<file path="src/rtl/cpu_types_pkg.sv">
// Shared types for the memory arbiter: data word, RAM handshake state
// and the arbiter FSM encoding.
package cpu_types_pkg;

   typedef logic [31:0] word_t;

   typedef enum logic [1:0] {
      FREE   = 2'b00,
      BUSY   = 2'b01,
      ACCESS = 2'b10,
      ERROR  = 2'b11
   } ramstate_t;

   typedef enum logic [1:0] {
      IDLE   = 2'b00,
      IGRANT = 2'b01,
      DGRANT = 2'b10
   } arb_state_t;

endpackage

</file>
<file path="src/rtl/arb_counter.sv">
// Up-counter with synchronous clear and enable; either saturates at MAX
// or wraps through zero.
module arb_counter #(
   parameter int               WIDTH    = 32,
   parameter bit               SATURATE = 1'b0,
   parameter logic [WIDTH-1:0] MAX      = '1
) (
   input  logic             clk,
   input  logic             rst_n,
   input  logic             en,
   input  logic             clr,
   output logic [WIDTH-1:0] count
);

   // NOTE: sequential state uses non-blocking assignments only.
   always_ff @(posedge clk or negedge rst_n) begin
      if (!rst_n) begin
         count <= '0;
      end else if (clr) begin
         count <= '0;
      end else if (en && !(SATURATE && (count == MAX))) begin
         count <= count + WIDTH'(1);
      end
   end

endmodule

</file>
<file path="src/rtl/mem_arbiter.sv">
// Arbitrates one RAM port between an icache read port and a dcache
// read/write port, one word per grant, with starvation and timeout guards.
module mem_arbiter
   import cpu_types_pkg::*;
#(
   parameter int STARVE_LIMIT = 4,
   parameter int TIMEOUT      = 255
) (
   input  logic      CLK,
   input  logic      n_rst,
   input  logic      iREN,
   input  word_t     iaddr,
   output word_t     iload,
   output logic      iwait,
   input  logic      dREN,
   input  logic      dWEN,
   input  word_t     daddr,
   input  word_t     dstore,
   output word_t     dload,
   output logic      dwait,
   output logic      ramREN,
   output logic      ramWEN,
   output word_t     ramaddr,
   output word_t     ramstore,
   input  word_t     ramload,
   input  ramstate_t ramstate,
   output word_t     icount,
   output word_t     dcount,
   output logic      err
);

   arb_state_t state, state_next;
   word_t      starve_cnt, to_cnt;
   logic       granted, req_live, done_ok, done_err, ack;

   always_comb begin
      granted  = (state != IDLE);
      req_live = (state == IGRANT) ? iREN : (dREN | dWEN);
      done_ok  = granted & req_live & (ramstate == ACCESS);
      // An ERROR response or an expired grant both end the transfer with a failed ack.
      done_err = granted & req_live & ~done_ok &
                 ((ramstate == ERROR) | (to_cnt == word_t'(TIMEOUT)));
      ack      = done_ok | done_err;
   end

   always_comb begin
      // NOTE: default first so no path leaves state_next unassigned (no latch).
      state_next = state;
      case (state)
         IDLE: begin
            if ((dREN | dWEN) && !(iREN && (starve_cnt == word_t'(STARVE_LIMIT))))
               state_next = DGRANT;
            else if (iREN)
               state_next = IGRANT;
         end
         default: begin
            if (!req_live || ack)
               state_next = IDLE;
         end
      endcase
   end

   always_comb begin
      ramREN   = 1'b0;
      ramWEN   = 1'b0;
      ramaddr  = '0;
      ramstore = '0;
      iwait    = 1'b1;
      dwait    = 1'b1;
      iload    = '0;
      dload    = '0;
      case (state)
         IGRANT: begin
            ramaddr = iaddr;
            ramREN  = 1'b1;
            iwait   = ~ack;
            if (done_ok) iload = ramload;
         end
         DGRANT: begin
            ramaddr  = daddr;
            ramstore = dstore;
            ramWEN   = dWEN;
            ramREN   = dREN & ~dWEN;
            dwait    = ~ack;
            if (done_ok) dload = ramload;
         end
         default: ;
      endcase
   end

   always_ff @(posedge CLK or negedge n_rst) begin
      if (!n_rst) begin
         state <= IDLE;
         err   <= 1'b0;
      end else begin
         state <= state_next;
         if (done_err) err <= 1'b1;
      end
   end

   arb_counter #(.WIDTH(32), .SATURATE(1'b1), .MAX(word_t'(STARVE_LIMIT))) u_starve (
      .clk   (CLK),
      .rst_n (n_rst),
      .en    ((state == DGRANT) & ack & iREN),
      .clr   (~iREN | ((state == IGRANT) & ack)),
      .count (starve_cnt)
   );

   arb_counter #(.WIDTH(32), .SATURATE(1'b1), .MAX(word_t'(TIMEOUT))) u_timeout (
      .clk   (CLK),
      .rst_n (n_rst),
      .en    (granted & ~ack),
      .clr   (state_next != state),
      .count (to_cnt)
   );

   arb_counter #(.WIDTH(32), .SATURATE(1'b0)) u_icount (
      .clk   (CLK),
      .rst_n (n_rst),
      .en    ((state == IGRANT) & done_ok),
      .clr   (1'b0),
      .count (icount)
   );

   arb_counter #(.WIDTH(32), .SATURATE(1'b0)) u_dcount (
      .clk   (CLK),
      .rst_n (n_rst),
      .en    ((state == DGRANT) & done_ok),
      .clr   (1'b0),
      .count (dcount)
   );

endmodule
</file>
<file path="config.mk">
export PLATFORM = sky130hd
export DESIGN_NAME = mem_arbiter
export DESIGN_NICKNAME = d
export VERILOG_FILES = /design/src/rtl/cpu_types_pkg.sv /design/src/rtl/arb_counter.sv /design/src/rtl/mem_arbiter.sv
export SDC_FILE = /design/constraint.sdc
export NUM_CORES = 1
export LEC_CHECK = 0
export CAP_MARGIN = 20
export CORE_MARGIN = 2
export CORE_UTILIZATION = 48
export DETAILED_ROUTE_END_ITERATION = 8
export PLACE_DENSITY_LB_ADDON = 0.3
export SYNTH_ARGS = -nofsm -noshare
export SYNTH_HDL_FRONTEND = slang
export SYNTH_SLANG_ARGS = --single-unit
</file>
<file path="constraint.sdc">
create_clock -name CLK -period 7.7 [get_ports CLK]
set_clock_uncertainty 0.2 [all_clocks]
set_input_delay 1.54 -clock CLK [delete_from_list [all_inputs] [get_ports CLK]]
set_output_delay 1.54 -clock CLK [all_outputs]
set_load 0.03 [all_outputs]
</file>
; ---- Word-level counts from Yosys, hierarchy flattened
; Index checks and enable logic that the tools add are counted.
[totals]
mem_count = 0
ff_bits = 131
ram_bits = 0
latchBits = 0
elab_cells = 67
output_inout_bits = 197
rom_bits = 0
inputBits = 135
[op_classes]
multipliers = 0
eq_ne = 7
n_addsub = 4
n_shift = 0
bitwise_logic = 19
div_mod_pow = 0
magnitude_cmp = 0
n_reduce_logical = 13
muxes = 18
[ops]
columns = op, count
row1 = $mux W32, 8
row2 = $add A32 B1 Y32 const B, 4
row3 = $pmux W32 S2, 1
row4 = $eq A32 B3 Y1 const B, 1
row5 = $eq A32 B8 Y1 const B, 1
row6 = $and A1 B1 Y1, 11
row7 = $mux W2, 4
row8 = $eq A2 B2 Y1 const B, 3
row9 = $reduce_bool A2 Y1, 3
row10 = $logic_and A1 B1 Y1, 4
row11 = $logic_not A1 Y1, 4
row12 = $mux W1, 4
row13 = $not A1 Y1, 4
row14 = $or A1 B1 Y1, 4
row15 = $eq A2 B1 Y1 const B, 1
row16 = $logic_not A2 Y1, 1
row17 = $ne A2 B2 Y1, 1
row18 = $pmux W1 S2, 1
row19 = $logic_or A1 B1 Y1, 1

; ---- Longest topological paths before layout
[logic_depth]
word_depth = 13
ltp_mapped = 9
depth_no_buf = 7

; ---- By module
; A second synthesis with hierarchy kept.
[unflattened]
hier_cells = 993
hier_area_um2 = 8668.3
[modules_own_cells]
columns = module, seq_area_each_um2, area_per_inst_um2, n_inst, cells_each
row1 = arb_counter at u_dcount ..., 800.8, 1680.4, 2, 176
row2 = arb_counter at u_timeout, 800.8, 1865.5, 1, 203
row3 = arb_counter at u_starve, 800.8, 1794.2, 1, 191
row4 = mem_arbiter, 75.1, 1647.8, 1, 247

; ---- Worst setup path after synthesis
; Ideal clock, no wire load.
[synth_path]
path_kind = input port to output port
from = input port iREN
to = output port dload[10]
slack_ps = 2780
required_ps = 5960
stages = 6
t_arrival_ps = 3180
cell_sequence = clkbuf_1 nor2b_1 nor4_2 clkbuf_1 clkbuf_1 and2_1
[synth_via]
elab_chain_len = 5
[synth_lines]
columns = element, line_no
row1 = start: declaration, mem_arbiter.sv:11  ; input logic iREN,
row2 = $mux W1, mem_arbiter.sv:38  ; req_live = (state == IGRANT) ? iREN : (dREN | dWEN);
row3 = $and A1 B1 Y1 (2 in a row), mem_arbiter.sv:39  ; done_ok = granted & req_live & (ramstate == ACCESS);
row4 = $mux W32, mem_arbiter.sv:85  ; if (done_ok) dload = ramload;
row5 = $mux W32, mem_arbiter.sv:72  ; case (state)
row6 = end: declaration, mem_arbiter.sv:19  ; output word_t dload,
; Every way passes these cells.

; ---- Worst setup path in the final report
[layout_path]
from = input port iREN
to = output port dload[9]
; The elaborated chain is that of the path after synthesis.

==> flow_summary.yaml <==
global_route:
  grt_use_total_pct: 30.0
  grt_pass1_wl_mm: 43.2
  grt_max_degree: 75
  grt_use_met2_pct: 52.1
  busiest_layer: "met2"
  overflow: 0
  antenna_found_initial: 0
  grt_pass1_vias: 8234
  use_met1_pct: 36.4
  globalRouteMet3Util_pct: 8.52
power:
  p_int_mw: 1.69
  p_sw_mw: 1.01
  p_seq_share_pct: 27.3
  switching_share_pct: 37.4
  p_per_area_nw_per_um2: 219
  clkPwrFrac_pct: 31.0
  total_power_mw: 2.70
  ir_drop_uv: 168
  p_leak_nw: 4.77
  combPwrFrac_pct: 41.7
finish:
  area_delta_synth_final_pct: 50.4
  fin_cells: 1450
  antenna_cells: 0
  nets: 1360
  layout-drive-gt1-share_pct: 4.88
clocking:
  cts.repair.resized: 0
  clk_latency_ns: 0.43
  cts.sink_count: 131
  cts_hold_buf: 0
  cts_setup_buffers: 0
  path_clk_slew_ns: 0.06
  cts_buffer_depth: 2
  cts_tree: "done"
  cts_buffers: 17
  cts.htree.levels: 4
  cts_root_buf: "clkbuf_16"
synth:
  synth.area.top_cells: "dfrtp_1 40%, and2_1 7.9%, xnor2_1 4.3%"
  syn_area_sq_um: 8210
  synthTopCellsByCount: "131 x dfrtp_1, 103 x and2_1, 57 x nand2_1, 44 x nand3_1, 42 x clkbuf_1"
  synth_seq_cells: 131
  synth_most_common_cell: "dfrtp_1"
  syn_inst: 909
  synth-warning-count: 0
  synth_seq_area_share_pct: 40.0
  synthFlopType: "dfrtp_1"
  async_reset_ff_share_pct: 100
  synth_top_area_share_pct: 40.0
  avgSynthCellArea_sq_um: 9.03
  ys_types: 56
  synth_edf_count: 0
  yosys.area.top_type: "dfrtp_1"
  syn_nets: 1052
drt:
  drc: 0
  drtIter0Drc: 728
  vias: 8523
  wl_mm: 27.7
  avgViaCountPerCell: 5.88
  routedWlPerCell_microns: 19.1
  first_pass_iters: 5
  antenna_left: 0
critical_path:
  critPathKind: "in -> out"
  crit_path_top_delay_cell: "clkdlybuf4s50_1"
  start_kind: "input pin"
  crit_path_end_kind: "output pin"
  crit_path_cell_trace: "clkdlybuf4s50_1 > nor2b_1 > nor4_4 > buf_4 > and2_1 > clkdlybuf4s50_1"
  crit_top_cell: "clkdlybuf4s50_1"
  cp_data_arrival_time_ns: 4.34
  path_max_fanout: 42
  worstPathRequired_ns: 5.96
  max_stage_delay_ns: 0.92
floorplan:
  dieHeight_microns: 135
  io-pin-count: 332
  initial_core_util_pct: 49.3
  die_area_sq_um: 18200
  die_w_microns: 135
  core_area_sq_um: 16600
  row_count: 47
timing:
  rsz0062_at_grt: "no"
  fin_ws_ns: 1.62
  hold_violations: 0
  slew_headroom_pct: 27.0
  hold_slack_ns: 0.291
  setup_tns_ns: 0
  post-route-min-period_ns: 6.08
  tightestPinTransition_ns: 1.09
  fmax_ghz: 0.164
  min_period_over_period_pct: 79.0
  maxSlewViolCount: 0
  setup_viol_count_final: 0
run:
  cap_viol_max_count: 0
hold_path:
  hp-class: "reg -> reg"
place:
  io_buffers: 331
  gp_congestion: 0.841
  post-dp-hpwl_mm: 19.6
  dpl_worst_slack_ns: 1.39
  dpl.cell_count: 1415
outcome:
  status: "completed"
sequential cells by signal (all words and copies together) (netlist names):
| name | cells |
|---|---|
| u_timeout.count | 32 |
| state | 2 |
| u_icount.count | 32 |
| u_dcount.count | 32 |
| u_starve.count | 32 |
| err | 1 |
path summary, 6_finish.rpt:
check	from	to	slack (ns)	cells past startpoint
min in group asynchronous	n_rst	u_timeout.count[7]	0.88	1
setup reg to reg	state[1]	u_icount.count[31]	3.91	8
setup / recovery	iREN	dload[9]	1.62	6
hold reg to reg	u_dcount.count[9]	u_dcount.count[9]	0.29	1
max in group asynchronous	n_rst	u_timeout.count[30]	5.07	2
hold / removal	u_dcount.count[9]	u_dcount.count[9]	0.29	1
metal layers:
layer  part of all wire, %  vias up
met5                     0        -
met4                   2.0        0
met3                   8.4       41
met2                    51      417
met1                    39     4098
li1                      -     3967
worst max-delay path: cells and delay by family:
family        cells  cell delay (ns)
buf+inv           3             1.95
simple gates      3             0.80
final cells by class:
cell class              count  area [sq um]
repair buffers            342          3420
clock buffers              24           482
flip-flops and latches    131          3280
well taps                 220           275
multi-input cells         702          4670
fillers                  1234          4300
inverters                  23          86.3
clock inverters             8           125
logic make-up (layout without fill, tap and decap cells):
| kind of cell | after synthesis | after routing | synth area share [%] |
|---|---|---|---|
| and+or+nand+nor | 447 | 447 | 32.4 |
| AOI/OAI and AO/OA | 166 | 166 | 14.0 |
| adders and majority gates | 8 | 8 | 1.22 |
| DFF | 131 | 131 | 40.0 |
| xor gates and xnor gates | 73 | 73 | 7.79 |
| muxes | 8 | 8 | 1.01 |
| buffers and inverters | 76 | 397 | 3.72 |
power by group through the flow:
stage | registers, mW | clock network [mW] | logic (mW)
global placement | 0.744 | 0 | 1.11
detailed placement | 0.745 | 0 | 1.12
floorplan | 0.761 | 0 | 0.640
finish | 0.735 | 0.836 | 1.13
CTS | 0.735 | 0.842 | 1.13
global route | 0.737 | 0.876 | 1.19
stage by stage:
stage / cell area [sq um] / utilization, %
floorplan: 8210 / -
global placement: 11700 / 70.2
detailed placement: 11700 / 70.2
CTS: 12300 / 73.8
global route: 12300 / 74.1
finish: 12300 / 74.1
placed cells by master (no fill, tap or decap), drive strengths merged, types with 15 or more instances in the layout:
cell           netlist  routed
xor2                33      33
a211oi              22      22
xnor2               40      40
clkbuf              42      24
or4                 32      32
inv                 23      23
nand2               57      57
a21oi               29      29
and4                15      15
nor4                29      29
and2               103     103
nor3                32      32
dfrtp              131     131
nand4               36      36
nand3               44      44
nor2                25      25
clkdlybuf4s50        0     330
o31ai               34      34
nor2b               34      34
o21ai               21      21
a22oi               33      33
Power figures use the tool's default switching activity.
